File: src/rtl/frame_sched.sv
// Frame scheduler: wraps an AXI-stream payload into fixed PAM4 frames of
// LENGTH_M_SEQ pilot chips, LENGTH_DATA data symbols and GUARD_LEN guard symbols.
// Ports:
//   clk, arst_n          - clock (rising edge) and async active-low reset
//   enable               - permits new frames to start
//   M_AXIS_t*            - payload word stream in (tready is registered)
//   sym_data/pilot/valid - symbol stream out, sym_ready is the downstream accept
//   frame_cnt            - completed-frame counter (wraps)
//   busy                 - not idle
//   underrun_err         - sticky, set when a data word slot had to be zero-filled
module frame_sched #(
    parameter int unsigned DATA_WIDTH   = 32,
    parameter int unsigned LENGTH_M_SEQ = 31,
    parameter int unsigned LENGTH_DATA  = 32,
    parameter int unsigned GUARD_LEN    = 4
) (
    input  logic                  clk,
    input  logic                  arst_n,
    input  logic                  enable,
    input  logic [DATA_WIDTH-1:0] M_AXIS_tdata,
    input  logic                  M_AXIS_tvalid,
    input  logic                  M_AXIS_tlast,
    output logic                  M_AXIS_tready,
    output logic [1:0]            sym_data,
    output logic                  sym_pilot,
    output logic                  sym_valid,
    input  logic                  sym_ready,
    output logic [15:0]           frame_cnt,
    output logic                  busy,
    output logic                  underrun_err
);

    localparam int unsigned SYM_PER_WORD    = DATA_WIDTH / 2;
    localparam int unsigned WORDS_PER_FRAME = LENGTH_DATA / SYM_PER_WORD;
    localparam int unsigned CNT_W           = 16;
    localparam logic [4:0]  LFSR_SEED       = 5'b00001;

    typedef enum logic [1:0] {S_IDLE, S_PILOT, S_DATA, S_GUARD} state_t;

    state_t                state_q, state_d;
    logic [4:0]            lfsr_q, lfsr_d;
    logic [CNT_W-1:0]      cnt_q, cnt_d;
    logic [CNT_W-1:0]      words_q, words_d;
    logic                  tlast_seen_q, tlast_seen_d;
    logic [DATA_WIDTH-1:0] buf_q, buf_d;
    logic                  buf_full_q, buf_full_d;
    logic [DATA_WIDTH-1:0] shreg_q, shreg_d;
    logic [1:0]            sym_data_d;
    logic                  sym_pilot_d, sym_valid_d, tready_d, busy_d, underrun_d;
    logic [15:0]           frame_cnt_d;

    logic                  accept, word_take, start_ok, enter_pilot, load_word;
    logic [CNT_W-1:0]      cnt_inc;
    logic [DATA_WIDTH-1:0] boundary_word;

    // x^5 + x^2 + 1 Fibonacci step; lfsr_q always holds the state of the next chip
    function automatic logic [4:0] lfsr_next(input logic [4:0] l);
        return {l[0] ^ l[2], l[4:1]};
    endfunction

    // Next-state and next-output logic
    always_comb begin
        state_d      = state_q;
        lfsr_d       = lfsr_q;
        cnt_d        = cnt_q;
        words_d      = words_q;
        tlast_seen_d = tlast_seen_q;
        buf_d        = buf_q;
        buf_full_d   = buf_full_q;
        shreg_d      = shreg_q;
        sym_data_d   = sym_data;
        sym_pilot_d  = sym_pilot;
        sym_valid_d  = sym_valid;
        frame_cnt_d  = frame_cnt;
        underrun_d   = underrun_err;
        enter_pilot  = 1'b0;
        load_word    = 1'b0;

        accept        = sym_valid && sym_ready;
        word_take     = M_AXIS_tready && M_AXIS_tvalid;
        start_ok      = enable && M_AXIS_tvalid;
        cnt_inc       = cnt_q + CNT_W'(1);
        boundary_word = buf_full_q ? buf_q : '0;

        unique case (state_q)
            S_IDLE: begin
                if (start_ok) enter_pilot = 1'b1;
            end
            S_PILOT: begin
                if (accept) begin
                    if (cnt_q == CNT_W'(LENGTH_M_SEQ - 1)) begin
                        state_d   = S_DATA;
                        cnt_d     = '0;
                        load_word = 1'b1;
                    end else begin
                        cnt_d      = cnt_inc;
                        sym_data_d = {2{lfsr_q[0]}};
                        lfsr_d     = lfsr_next(lfsr_q);
                    end
                end
            end
            S_DATA: begin
                if (accept) begin
                    if (cnt_q == CNT_W'(LENGTH_DATA - 1)) begin
                        state_d     = S_GUARD;
                        cnt_d       = '0;
                        sym_data_d  = 2'b00;
                        sym_pilot_d = 1'b0;
                    end else begin
                        cnt_d = cnt_inc;
                        if ((cnt_inc % CNT_W'(SYM_PER_WORD)) == '0) begin
                            load_word = 1'b1;
                        end else begin
                            sym_data_d = shreg_q[DATA_WIDTH-1 -: 2];
                            shreg_d    = shreg_q << 2;
                        end
                    end
                end
            end
            S_GUARD: begin
                if (accept) begin
                    if (cnt_q == CNT_W'(GUARD_LEN - 1)) begin
                        frame_cnt_d = frame_cnt + 16'd1;
                        buf_full_d  = 1'b0;     // words never straddle frames
                        if (start_ok) begin
                            enter_pilot = 1'b1;
                        end else begin
                            state_d     = S_IDLE;
                            sym_valid_d = 1'b0;
                            sym_data_d  = 2'b00;
                            sym_pilot_d = 1'b0;
                        end
                    end else begin
                        cnt_d = cnt_inc;
                    end
                end
            end
            default: state_d = S_IDLE;
        endcase

        // Word boundary: take the prefetched word, or zeros if none arrived
        if (load_word) begin
            sym_data_d  = boundary_word[DATA_WIDTH-1 -: 2];
            shreg_d     = boundary_word << 2;
            sym_pilot_d = 1'b0;
            buf_full_d  = 1'b0;
            if (!buf_full_q && !tlast_seen_q) underrun_d = 1'b1;
        end

        // Frame start: first chip comes from the seed, symbol valid next cycle
        if (enter_pilot) begin
            state_d      = S_PILOT;
            lfsr_d       = lfsr_next(LFSR_SEED);
            cnt_d        = '0;
            words_d      = '0;
            tlast_seen_d = 1'b0;
            buf_full_d   = 1'b0;
            sym_valid_d  = 1'b1;
            sym_pilot_d  = 1'b1;
            sym_data_d   = {2{LFSR_SEED[0]}};
        end

        // tready implies the buffer is empty, so this never overwrites a word
        if (word_take) begin
            buf_d        = M_AXIS_tdata;
            buf_full_d   = 1'b1;
            words_d      = words_q + CNT_W'(1);
            tlast_seen_d = tlast_seen_q || M_AXIS_tlast;
        end

        tready_d = !buf_full_d && (state_d == S_PILOT || state_d == S_DATA) &&
                   (words_d < CNT_W'(WORDS_PER_FRAME)) && !tlast_seen_d;
        busy_d   = (state_d != S_IDLE);
    end

    // State and output registers
    always_ff @(posedge clk or negedge arst_n) begin
        if (!arst_n) begin
            state_q       <= S_IDLE;
            lfsr_q        <= LFSR_SEED;
            cnt_q         <= '0;
            words_q       <= '0;
            tlast_seen_q  <= 1'b0;
            buf_q         <= '0;
            buf_full_q    <= 1'b0;
            shreg_q       <= '0;
            sym_data      <= 2'b00;
            sym_pilot     <= 1'b0;
            sym_valid     <= 1'b0;
            M_AXIS_tready <= 1'b0;
            busy          <= 1'b0;
            frame_cnt     <= '0;
            underrun_err  <= 1'b0;
        end else begin
            state_q       <= state_d;
            lfsr_q        <= lfsr_d;
            cnt_q         <= cnt_d;
            words_q       <= words_d;
            tlast_seen_q  <= tlast_seen_d;
            buf_q         <= buf_d;
            buf_full_q    <= buf_full_d;
            shreg_q       <= shreg_d;
            sym_data      <= sym_data_d;
            sym_pilot     <= sym_pilot_d;
            sym_valid     <= sym_valid_d;
            M_AXIS_tready <= tready_d;
            busy          <= busy_d;
            frame_cnt     <= frame_cnt_d;
            underrun_err  <= underrun_d;
        end
    end

endmodule

File: config.mk
export PLATFORM = sky130hd
export DESIGN_NAME = frame_sched
export DESIGN_NICKNAME = d
export VERILOG_FILES = /design/src/rtl/frame_sched.sv
export SDC_FILE = /design/constraint.sdc
export NUM_CORES = 1
export LEC_CHECK = 0
export CELL_PAD_IN_SITES_DETAIL_PLACEMENT = 1
export CELL_PAD_IN_SITES_GLOBAL_PLACEMENT = 1
export CORE_MARGIN = 1.5
export CORE_UTILIZATION = 47
export CTS_BUF_LIST = sky130_fd_sc_hd__clkbuf_4 sky130_fd_sc_hd__clkbuf_8
export CTS_CLUSTER_DIAMETER = 30
export DETAILED_ROUTE_END_ITERATION = 7
export GPL_ROUTABILITY_DRIVEN = 0
export PLACE_DENSITY = 0.91
export SETUP_SLACK_MARGIN = 0.02
export SLEW_MARGIN = 30
export SYNTH_ARGS = -nofsm -noshare
export SYNTH_HDL_FRONTEND = slang
export SYNTH_SLANG_ARGS = --single-unit
File: constraint.sdc
create_clock -name clk -period 3.9 [get_ports clk]
set_input_delay 0.585 -clock clk [delete_from_list [all_inputs] [get_ports clk]]
set_output_delay 0.585 -clock clk [all_outputs]
set_load 0.03 [all_outputs]
==> load_flow_metrics.sql <==
INSERT INTO impl_metrics (metric_group, metric, value, unit) VALUES
('outcome', 'status', 'finished, final reports clean', ''),
('synthesis', 'synth_async_sr_flop_share', '100', '%'),
('cts', 'cts.repair.resized', '0', ''),
('setup_path', 'worstSetupEndpointType', 'flop', ''),
('global_routing', 'first_global_vias', '5677', ''),
('timing', 'drv_slew', '0', ''),
('routing', 'num_vias', '5248', ''),
('global_routing', 'track_usage', '25.6', '%'),
('cts', 'htreeDepth', '4', ''),
('setup_path', 'cpLargestDelayFamily', 'simple AND/OR/NAND/NOR gates', ''),
('timing', 'timing.final.setup_violations', '0', ''),
('synthesis', 'syn_nets', '680', ''),
('cts', 'tritoncts', 'yes', ''),
('setup_path', 'critPathArrivalTime', '3590', 'ps'),
('floorplanning', 'io_pins', '61', ''),
('placed_design', 'input_output_buffers', '60', ''),
('cts', 'clkLatencyLatePin', '450', 'ps'),
('cts', 'cts.sink_count', '126', ''),
('timing', 'finalHoldViolCount', '0', ''),
('floorplanning', 'die_height', '119', 'um'),
('hold_path', 'holdCritPathClass', 'input pin to async pin', ''),
('final_layout', 'layout.nets', '728', ''),
('synthesis', 'synth_cell_type_count', '57', ''),
('placed_design', 'detailed_place_hpwl', '11.3', 'mm'),
('global_routing', 'antenna_found_initial', '0', ''),
('cts', 'post-cts-setup-buffers', '0', ''),
('cts', 'cts-buffers-inserted', '17', ''),
('timing', 'rsz0062_at_grt', 'no', ''),
('synthesis', 'syn-instance-count', '633', ''),
('synthesis', 'syn-mean-instance-area', '9.98', 'um2'),
('placed_design', 'postPlaceCellArea', '0.00709', 'mm2'),
('timing', 'max-slew-margin-rel', '53.1', '%'),
('setup_path', 'cp_cell_sequence', 'ha_1 -> nor4b_2 -> nand4_1 -> o21ai_2 -> nor2b_1 -> a41oi_1 -> nor4_1', ''),
('pwr', 'ir_drop', '0.229', 'mV'),
('synthesis', 'leading_cell_types_by_total_area_after_synthesis', 'dfrtp_1 50%, mux2_2 4.8%, o21ai_1 4.0%', ''),
('pwr', 'cellLeakagePower', '3.25', 'nW'),
('floorplanning', 'fp-row-count', '42', ''),
('synthesis', 'synth_sequential_area_ratio', '49.9', '%'),
('cts', 'cts.reportedPaths.clkPinSlew', '70', 'ps'),
('floorplanning', 'floorplan.initialDensity', '47.9', '%'),
('synthesis', 'synth_top_area_share', '49.5', '%'),
('final_layout', 'syn2layout_area_growth', '19.0', '%'),
('floorplanning', 'fp.dieW', '119', 'um'),
('setup_path', 'critPathMaxFanout', '13', ''),
('timing', 'finalCriticalPeriod', '3240', 'ps'),
('run', 'cap_viol_max_count', '0', ''),
('timing', 'fin_worst_skew', '12.3', 'ps'),
('cts', 'clockBufferDepth', '2', ''),
('synthesis', 'ys_dominant_reg_cell', 'dfrtp_1', ''),
('routing', 'dr_pass1_iterations', '4', ''),
('global_routing', 'grt_start_max_net_pins', '127', ''),
('routing', 'wl_per_cell', '19.4', 'um'),
('global_routing', 'grt_pass1_wl', '28.8', 'mm'),
('global_routing', 'most_used_routing_layer', 'met2', ''),
('routing', 'drc', '0', ''),
('synthesis', 'synth.cell_area', '0.00632', 'mm2'),
('floorplanning', 'dieArea', '0.0141', 'mm2'),
('timing', 'postLayoutSetupSlackWorst', '664', 'ps'),
('timing', 'timing.final.crit_share', '83.0', '%'),
('setup_path', 'cp-start-kind', 'flop', ''),
('setup_path', 'worst-path-buf-inv', '0', ''),
('global_routing', 'global_route.usage.met1', '31.3', '%'),
('synthesis', 'synth-warning-count', '0', ''),
('routing', 'routed_wirelength', '16.9', 'mm'),
('synthesis', 'most_common_cell_in_the_synthesized_netlist', 'dfrtp_1', ''),
('global_routing', 'global_route.usage.met2', '44.7', '%'),
('timing', 'hold_ws', '236', 'ps'),
('cts', 'cts_hold_buffers', '0', ''),
('global_routing', 'grt_remaining_overflow', '0', ''),
('pwr', 'powerDensity', '342', 'mW/mm2'),
('synthesis', 'synth_seq_cells', '126', '');
==> state kept, by name, summed over array words and instances, names as in the netlist <==
register and flops:
buf_q 32, shreg_q 30, cnt_q 16, frame_cnt 16, words_q 16, lfsr_q 5, state_q 2, sym_data 2
M_AXIS_tready 1, buf_full_q 1, busy 1, sym_pilot 1, sym_valid 1, tlast_seen_q 1, underrun_err 1
==> final timing paths <==
check	from	endpoint	slack, ps	depth (start not counted)
worst max register to register	cnt_q[0]	M_AXIS_tready	660	7
min in group clk	frame_cnt[15]	frame_cnt[15]	480	1
worst min-delay path	arst_n	cnt_q[9]	240	2
max in group asynchronous	arst_n	buf_full_q	3130	2
worst min register to register	frame_cnt[15]	frame_cnt[15]	480	1
worst max-delay path	cnt_q[0]	M_AXIS_tready	660	7
==> layout by cell type (no fill, tap or decap), types with 8 or more instances in the layout <==
cell and instances:
dfrtp_1 124, nand2_1 65, clkdlybuf4s50_1 59, o21ai_1 49, nand3_1 33, nor3b_1 31, a31oi_1 30, nor2_1 28
mux2_2 27, clkbuf_8 23, xnor2_1 18, nor3_1 15, a21oi_1 15, o21ai_0 15, buf_4 12, nand4_1 10
inv_1 9, ha_1 9, o31ai_1 8
==> report_power, final <==
part | internal (mW) | switching [mW]
sequential | 1.31 | 0
combinational | 0.0344 | 0.0333
clock | 0.678 | 0.523
total | 2.02 | 0.556
==> through the flow <==
stage | cells | power [mW]
after floorplan | 633 | 1.33
after global placement | 838 | 1.40
after detailed placement | 838 | 1.40
after CTS | 870 | 2.60
after global routing | 870 | 2.67
final | 870 | 2.58
==> final cells by class <==
cell class | instances | area (um2)
sequential | 126 | 3160
tap | 176 | 220
clock buffer | 24 | 324
timing repair buffer | 72 | 701
multi-input combinational | 455 | 2980
fill | 1423 | 5670
clock inverter | 8 | 103
inverter | 9 | 33.8
==> worst reg2reg max path, delay by kind of cell (launching register included) <==
family | cells | cell delay [ps]
adder cells (fa/ha/maj) | 1 | 350
AO/OA/AOI/OAI | 2 | 650
AND/OR/NAND/NOR | 4 | 1650
flip-flops | 1 | 480
==> cell families (layout without fill, tap and decap cells) <==
group / count (synthesis) / after routing / share of synthesized area [%]
AOI/OAI and AO/OA: 156 / 156 / 15.4
xor gates and xnor gates: 24 / 24 / 3.33
adders and majority gates: 9 / 9 / 1.78
buffers and inverters: 52 / 113 / 3.47
DFF: 126 / 126 / 49.9
muxes: 40 / 40 / 6.99
and+or+nand+nor: 226 / 226 / 19.1
==> layer usage <==
layer | routed length (um) | part of all wire, %
met5 | 0 | 0
met4 | 275 | 1.6
met3 | 576 | 3.4
met2 | 8840 | 52
met1 | 7190 | 43
No activity file was read; power rests on OpenSTA's default activity.
